File: src/rtl/rr_mux_arbiter_pkg.sv
// Shared types and helpers for the round-robin mux arbiter.
// Holds the FSM state encoding and a ceil-log2 used to check the select width.
// No logic and no timing of its own.
package rr_mux_arbiter_pkg;

   typedef enum logic {
      IDLE = 1'b0,
      OWN  = 1'b1
   } state_t;

   function automatic int clog2_f(input int v);
      int r;
      r = 0;
      while ((1 << r) < v) r++;
      return r;
   endfunction

endpackage

File: src/rtl/rr_mux_arbiter_mux.sv
// N-input, 1-bit mux selected by an index.
// Combinational, zero latency.
// No backpressure; selects beyond N-1 yield 0.
module mux_n1 #(
   parameter int N = 4,
   parameter int M = 2
) (
   input  logic [N-1:0] din,
   input  logic [M-1:0] sel,
   output logic         y
);

   always_comb begin
      y = 1'b0;
      for (int i = 0; i < N; i++) begin
         if (sel == M'(i)) y = din[i];
      end
   end

endmodule

File: src/rtl/rr_mux_arbiter_pick.sv
// Round-robin winner search: first request at or after ptr, wrapping modulo N.
// Combinational, zero latency.
// No backpressure; found=0 when no eligible request exists.
module rr_pick #(
   parameter int N = 4,
   parameter int M = 2
) (
   input  logic [N-1:0] req,
   input  logic [M-1:0] ptr,
   input  logic         excl_en,
   input  logic [M-1:0] excl_idx,
   output logic         found,
   output logic [M-1:0] win
);

   logic [M:0] idx;

   always_comb begin
      found = 1'b0;
      win   = '0;
      idx   = '0;
      for (int k = 0; k < N; k++) begin
         idx = {1'b0, ptr} + (M+1)'(k);
         // wrap at N, not 2**M, so non-power-of-two N never yields a phantom index
         if (idx >= (M+1)'(N)) idx = idx - (M+1)'(N);
         if (!found && req[idx[M-1:0]] && !(excl_en && idx[M-1:0] == excl_idx)) begin
            found = 1'b1;
            win   = idx[M-1:0];
         end
      end
   end

endmodule

File: src/rtl/rr_mux_arbiter.sv
// Round-robin arbiter sharing an N:1 bit mux among N requesters, with bounded hold time.
// Latency: grant one edge after request; handovers happen on the deciding edge with no idle bubble.
// Backpressure: requesters wait on gnt; the owner yields after MAX_HOLD cycles when others wait.
module rr_mux_arbiter
   import rr_mux_arbiter_pkg::*;
#(
   parameter int N        = 4,
   parameter int M        = 2,
   parameter int MAX_HOLD = 4
) (
   input  logic         clk,
   input  logic         rst_n,
   input  logic [N-1:0] req,
   input  logic [N-1:0] I,
   output logic [N-1:0] gnt,
   output logic [M-1:0] sel,
   output logic         busy,
   output logic         y
);

   localparam int HW = (clog2_f(MAX_HOLD) < 1) ? 1 : clog2_f(MAX_HOLD);

   if (clog2_f(N) > M || N < 2 || MAX_HOLD < 1) begin : g_param_err
      $error("rr_mux_arbiter: bad parameters N=%0d M=%0d MAX_HOLD=%0d", N, M, MAX_HOLD);
   end

   state_t        state, state_n;
   logic [M-1:0]  ptr, ptr_n;
   logic [HW-1:0] hcnt, hcnt_n;
   logic [N-1:0]  gnt_n;
   logic [M-1:0]  sel_n;

   logic [M-1:0]  own_nxt;
   logic [M-1:0]  pick_ptr;
   logic          pick_excl;
   logic          found;
   logic [M-1:0]  win;
   logic          own_req;
   logic          other_req;
   logic          hold_max;
   logic          mux_y;

   assign own_nxt   = (sel == M'(N-1)) ? '0 : sel + M'(1);
   assign own_req   = |(req & gnt);
   assign other_req = |(req & ~gnt);
   assign hold_max  = (hcnt == HW'(MAX_HOLD-1));
   // while owning, search starts after the owner so the handover target matches the new ptr
   assign pick_ptr  = (state == OWN) ? own_nxt : ptr;
   assign pick_excl = (state == OWN);

   rr_pick #(.N(N), .M(M)) u_pick (
      .req      (req),
      .ptr      (pick_ptr),
      .excl_en  (pick_excl),
      .excl_idx (sel),
      .found    (found),
      .win      (win)
   );

   always_comb begin
      state_n = state;
      ptr_n   = ptr;
      hcnt_n  = hcnt;
      gnt_n   = gnt;
      sel_n   = sel;
      case (state)
         IDLE: begin
            if (found) begin
               state_n = OWN;
               gnt_n   = N'(1) << win;
               sel_n   = win;
               hcnt_n  = '0;
            end
         end
         OWN: begin
            if (!own_req || (hold_max && other_req)) begin
               ptr_n = own_nxt;
               if (found) begin
                  gnt_n  = N'(1) << win;
                  sel_n  = win;
                  hcnt_n = '0;
               end else begin
                  state_n = IDLE;
                  gnt_n   = '0;
               end
            end else if (!hold_max) begin
               hcnt_n = hcnt + HW'(1);
            end
         end
         default: begin
            state_n = IDLE;
            gnt_n   = '0;
         end
      endcase
   end

   always_ff @(posedge clk or negedge rst_n) begin
      if (!rst_n) begin
         state <= IDLE;
         ptr   <= '0;
         hcnt  <= '0;
         gnt   <= '0;
         sel   <= '0;
      end else begin
         state <= state_n;
         ptr   <= ptr_n;
         hcnt  <= hcnt_n;
         gnt   <= gnt_n;
         sel   <= sel_n;
      end
   end

   assign busy = (state == OWN);

   mux_n1 #(.N(N), .M(M)) u_mux (
      .din (I),
      .sel (sel),
      .y   (mux_y)
   );

   assign y = busy & mux_y;

endmodule

File: config.mk
export PLATFORM = sky130hd
export DESIGN_NAME = rr_mux_arbiter
export DESIGN_NICKNAME = d
export VERILOG_FILES = /design/src/rtl/rr_mux_arbiter_pkg.sv /design/src/rtl/rr_mux_arbiter_mux.sv /design/src/rtl/rr_mux_arbiter_pick.sv /design/src/rtl/rr_mux_arbiter.sv
export SDC_FILE = /design/constraint.sdc
export NUM_CORES = 1
export LEC_CHECK = 0
export BUFFER_PORTS_ARGS = -buffer_cell sky130_fd_sc_hd__buf_2
export CORE_UTILIZATION = 40
export DETAILED_ROUTE_END_ITERATION = 8
export PLACE_DENSITY = 0.65
export SYNTH_ARGS = -nofsm -noshare
export SYNTH_HDL_FRONTEND = slang
export SYNTH_SLANG_ARGS = --single-unit
export TNS_END_PERCENT = 20
File: constraint.sdc
create_clock -name clk -period 2.8 [get_ports clk]
set_input_delay 0.14 -clock clk [delete_from_list [all_inputs] [get_ports clk]]
set_output_delay 0.14 -clock clk [all_outputs]
set_load 0.03 [all_outputs]
## Yosys cells after proc, flatten, opt, wreduce, memory -nomap -nowiden

Cells that the tools add are included.

- Flip-flop bits (word level): 11
- Input bits: 10
- Output and inout bits: 8
- Logic and storage cells: 105

- Equal/unequal tests: 11
- Muxes and demuxes: 40
- Reduce and logical (&&, ||, !) cells: 26
- Add/sub/neg operators: 9
- $lt $le $gt $ge: 8
- Shift-type cells: 1
- Bitwise logic cells: 5

Operators with widths:

| operator | number |
|---|---|
| two-way mux 2 bit | 15 |
| two-way mux 1 bit | 14 |
| logical AND 1 bit | 12 |
| less-than comparator 2 x 3 -> 1 bit (second input constant) | 4 |
| two-way mux 4 bit | 3 |
| greater-or-equal comparator 3 bit (second input constant) | 3 |
| bitwise AND 4 bit | 2 |
| binary-select mux 1 bit (select 2 bit) | 4 |
| == test 2 bit | 4 |
| zero test 1 bit | 8 |
| one-hot mux 2 bit (2 select lines) | 2 |
| one-hot mux 4 bit (2 select lines) | 1 |
| OR reduction 4 bit | 2 |
| subtractor 2 x 1 -> 2 bit (second input constant) | 4 |
| adder 2 x 2 -> 3 bit (second input constant) | 2 |
| == test 2 bit (second input constant) | 3 |
| adder 2 x 1 -> 2 bit (second input constant) | 2 |
| NOT 4 bit | 1 |
| AND reduction 2 bit | 2 |
| << shifter 1 x 2 -> 4 bit (first input constant) | 1 |
| adder 2 x 1 -> 3 bit (second input constant) | 1 |
| greater-or-equal comparator 2 x 3 -> 1 bit (second input constant) | 1 |
| inequality test 3 x 2 -> 1 bit (second input constant) | 1 |
| == test 2 x 1 -> 1 bit (second input constant) | 1 |
| 7 further kinds | 7 |

## Depth between registers and ports, before layout

- Word-level depth: 26
- Depth in mapped cells: 9
- Mapped depth without buffers: 8

## Hierarchy

From an unflattened synthesis, not the netlist that was laid out.

- Cell total of the unflattened synthesis: 78
- Area total of the unflattened synthesis: 830.8 um2

Modules (own cells, without submodules):

| module | seq. area each (um2) | cells each | instances | area an instance (um2) |
|---|---|---|---|---|
| rr_mux_arbiter | 275.3 | 56 | 1 | 649.4 |
| rr_pick | 0.0 | 21 | 1 | 158.9 |
| mux_n1 | 0.0 | 1 | 1 | 22.5 |

## Least setup slack after synthesis

No wires, ideal clock.

- Path type: register to register
- Start: register sel[0]
- End: register gnt[2]
- Setup slack: 0.145 ns
- Setup time: 0.122 ns
- Period minus slack after synthesis: 2.655 ns
- Buffers on the path: 1
- Cell stages (with the launch flop): 10
- Data required time: 2.678 ns
- Arrival time: 2.534 ns
- Cells stage by stage: dfrtp_1 buf_2 inv_1 ha_1 xnor3_1 nor2_1 or3_1 a21o_1 o311a_1 a32o_1

- Longest elaborated chain between the ends: 26
- Elaborated cells on any way between the ends: 64
- Those cells by class: 8 x add/sub; 4 x order compare; 6 x eq/ne; 1 x shift; 26 x mux; 19 x reduce/logical

RTL lines:

| item | line | text |
|---|---|---|
| start, declared | rr_mux_arbiter.sv:16 | `output logic [M-1:0] sel,` |
| start signal, assigned | rr_mux_arbiter.sv:109 | `sel <= sel_n;` |
| adder 2 x 1 -> 2 bit / == test 2 bit (equally long branches) | rr_mux_arbiter.sv:43 | `assign own_nxt = (sel == M'(N-1)) ? '0 : sel + M'(1);` |
| two-way mux 2 bit (*) | rr_mux_arbiter.sv:43 |  |
| named net own_nxt[1] | rr_mux_arbiter.sv:33 | `logic [M-1:0] own_nxt;` |
| two-way mux 2 bit (*) | rr_mux_arbiter.sv:48 | `assign pick_ptr = (state == OWN) ? own_nxt : ptr;` |
| parallel branches: the longest is 23 deep, another holds adder 2 x 1 -> 3 bit | - |  |
| end signal, assigned | rr_mux_arbiter.sv:108 | `gnt <= gnt_n;` |
| end, declared | rr_mux_arbiter.sv:15 | `output logic [N-1:0] gnt,` |

Mark *: on every way through the listed nets, which the timed path passes. The select of a mux whose other input is x is not followed.
A chain may end at the register's enable or synchronous reset.

## Final worst setup path

- Start: register sel[1]
- End: register gnt[2]

Same word-level chain as after synthesis.

==> results.py <==
metrics = {
    "setup_path": {
        "rr_startpoint": "sel[1]",
        "cpLargestDelayFamily": "compound AO/OA/AOI/OAI gates",
        "worstSetupPathType": "reg2reg",
        "crit_buf_inv": 1,
        "r2r_end": "gnt[2]",
        "cp.arrival_ns": 2.66,
        "startpoint_type": "register",
        "crit_chain": "inv_1, ha_1, xnor3_1, nor2_1, or3_1, a21o_1, o311a_1, a32o_1",
        "crit_fanout": 7,
        "slowest_stage": "dfrtp_1",
        "reg2regPathDepth": 8,
        "cp-end-kind": "register",
        "worstPathRequired_ns": 2.95,
        "max_stage_delay_ns": 0.46,
        "ff2ff_setup_slack_ns": 0.29,
    },
    "drt": {
        "ant_nets": 0,
        "num_vias": 923,
        "drc_errors": 0,
        "via_per_inst": 5.70,
        "first_iter_violations": 28,
        "wl_per_cell_um": 14.2,
        "wirelength_um": 2300,
        "drtPass1Iterations": 4,
    },
    "sta": {
        "tns_ns": 0,
        "report.final.slew_viol_count": 0,
        "hold_viol": 0,
        "tightest_slew_ns": 0.481,
        "max_freq_mhz": 398,
        "period_needed_ns": 2.51,
        "max-slew-margin-rel": 0.679,
        "fin_crit_sh": 0.897,
        "skew_ns": 0.00669,
        "rsz0062_at_grt": "no",
        "final.setup.worst_slack_ns": 0.289,
        "finalSetupViolations": 0,
    },
    "die": {
        "dieHeight_um": 52.0,
        "rows": 17,
        "core_region_area_um2": 2280,
        "die_x_um": 52.0,
        "io_pins": 18,
        "dieArea_um2": 2710,
        "start_util": 0.440,
    },
    "place": {
        "place_hpwl_um": 1790,
        "io_buffers": 17,
        "placement.setup.worst_slack_ns": 0.318,
        "place_inst": 157,
        "place_congestion": 0.772,
    },
    "global_route": {
        "grt_pass1_vias": 856,
        "antenna_found_initial": 0,
        "grt.total_usage": 0.196,
        "grt.overflow.total": 0,
        "grt_pass1_wl_um": 3950,
        "grt_max_degree": 16,
    },
    "synthesis": {
        "ys_seq_area_frac": 0.275,
        "synthAdderAreaFrac": 0.0625,
        "avgSynthCellArea_um2": 8.70,
        "ys_types": 44,
        "synth_top_cell_by_area": "dfrtp_1",
        "synthTopCellsByArea": "dfrtp_1, ha_1, nor2b_1",
        "synth-simple-area-share": 0.275,
        "synth_xor_xnor_area_share": 0.0400,
        "synth-edff-count": 0,
        "async_flop_share": 1.00,
        "ys.flop_type": "dfrtp_1",
        "synth_mux_area_frac": 0.0750,
        "synth_nets": 130,
        "synth_top_area_frac": 0.275,
        "synth.cell_area_um2": 1000,
        "synth_top_family_by_area": "simple AND/OR/NAND/NOR gates",
        "yosysWarnings": 0,
        "synth_seq_cells": 11,
        "syn-instance-count": 115,
        "synth_compound_area_frac": 0.236,
    },
    "clock_tree": {
        "post_cts_resized": 0,
        "tritoncts": "done",
        "htree_levels": 1,
        "path_clk_slew_ns": 0.07,
        "cts_root_buf": "clkbuf_4",
        "numClockSinks": 11,
        "clk_latency_ns": 0.27,
        "cts.path.max_buffers": 2,
        "cts_inserted_buffers": 3,
        "cts_setup_buffers": 0,
    },
    "pwr": {
        "clock_power_share": 0.063,
        "p_leak_nw": 0.546,
        "comb_power_share": 0.746,
        "p_sw_frac": 0.501,
        "power.density_nw_per_um2": 1450,
        "vdd_drop_max_uv": 817,
        "power_mw": 1.66,
        "seqPwrFrac": 0.191,
        "intPower_mw": 0.830,
        "switchingPower_mw": 0.833,
    },
    "final_layout": {
        "diodes": 0,
        "post-route-util": 0.503,
        "mostFrequentLayoutCell": "buf_2",
        "fin_cells": 162,
        "drive_gt1_frac": 0.246,
        "layout-area-overhead-vs-synth_pct": 14.4,
        "final_cell_mix": "buf_2, nand2_1, dfrtp_1",
        "nNetsFinal": 150,
    },
    "worst_hold_path": {
        "holdCritPathClass": "in2async",
    },
    "flow_run": {
        "maxCapViolations": 0,
    },
    "status": {
        "outcome": "completed",
    },
}
what timing repair did:
| action | in CTS | in global routing |
|---|---|---|
| setup endpoints to repair | 0 | 0 |
| hold buffers | 1 | 0 |
| endpoints found under the hold margin | 11 | 0 |
metrics by stage:
step / hold WS [ns] / instance area (um^2)
after floorplan: -0.156 / 1000
after global placement: 0.0168 / 1110
after detailed placement: 0.0197 / 1110
after CTS: 0.258 / 1140
after global routing: 0.271 / 1140
final: 0.263 / 1140
cell usage after synthesis, types with 2 or more instances:
cell      number
a211o_1        2
buf_2          2
nor2b_1        9
nand2_1       11
a21oi_1        5
nor3_1         3
dfrtp_1       11
ha_1           5
o21a_1         2
nand3_1        5
mux2i_1        5
o21ai_1        2
nand4_1        2
inv_1          4
a32o_1         3
nor2_1         8
o31ai_1        2
a21o_1         3
nand2b_1       2
or2_2          3
a22oi_1        3
power groups by stage:
| stage | clock network (mW) | logic (mW) | registers [mW] |
|---|---|---|---|
| detailed placement | 0 | 1.24 | 0.320 |
| finish | 0.105 | 1.24 | 0.317 |
| CTS | 0.110 | 1.25 | 0.317 |
| global route | 0.115 | 1.39 | 0.329 |
| global placement | 0 | 1.21 | 0.317 |
| floorplan | 0 | 0.921 | 0.375 |
cell families (layout without fill, tap and decap cells):
| family | count (synthesis) | in the layout |
|---|---|---|
| flops | 11 | 11 |
| buf+inv | 8 | 27 |
| mux | 7 | 7 |
| fa+ha+maj | 5 | 5 |
| xor+xnor | 3 | 3 |
| simple gates | 51 | 51 |
| compound gates | 30 | 30 |
per-layer routing:
layer  track usage  part of all wire  routed length, um  vias up
met1         0.276              0.49               1120      441
met2         0.312              0.47               1080       20
met4        0.0811             0.010                 23        0
li1              -                 -                  -      458
met3       0.00877             0.033                 75        4
met5             0                 0                  0        -
registers in the layout, summed over array words and instances (netlist names):
signal,count
gnt,4
hcnt,2
ptr,2
sel,2
busy,1
final cells by class:
type	count	area, um^2
Timing Repair Buffer	19	103
Clock inverter	1	5.00
Multi-Input combinational cell	96	689
Clock buffer	3	22.5
Inverter	4	15.0
Tap cell	28	35.0
Fill cell	233	1130
Sequential cell	11	275
worst max-delay path by stage:
stage	cells past startpoint	start	slack, ns	to
6_report	8	sel[1]	0.29	gnt[2]
5_1_grt	8	sel[1]	0.1	sel[1]
4_1_cts	8	sel[1]	0.28	gnt[2]
3_5_place_dp	8	sel[1]	0.32	gnt[2]
3_3_place_gp	8	sel[1]	0.40	gnt[2]
2_1_floorplan	9	sel[0]	0.14	gnt[2]
(Power assumes the default switching activity.)
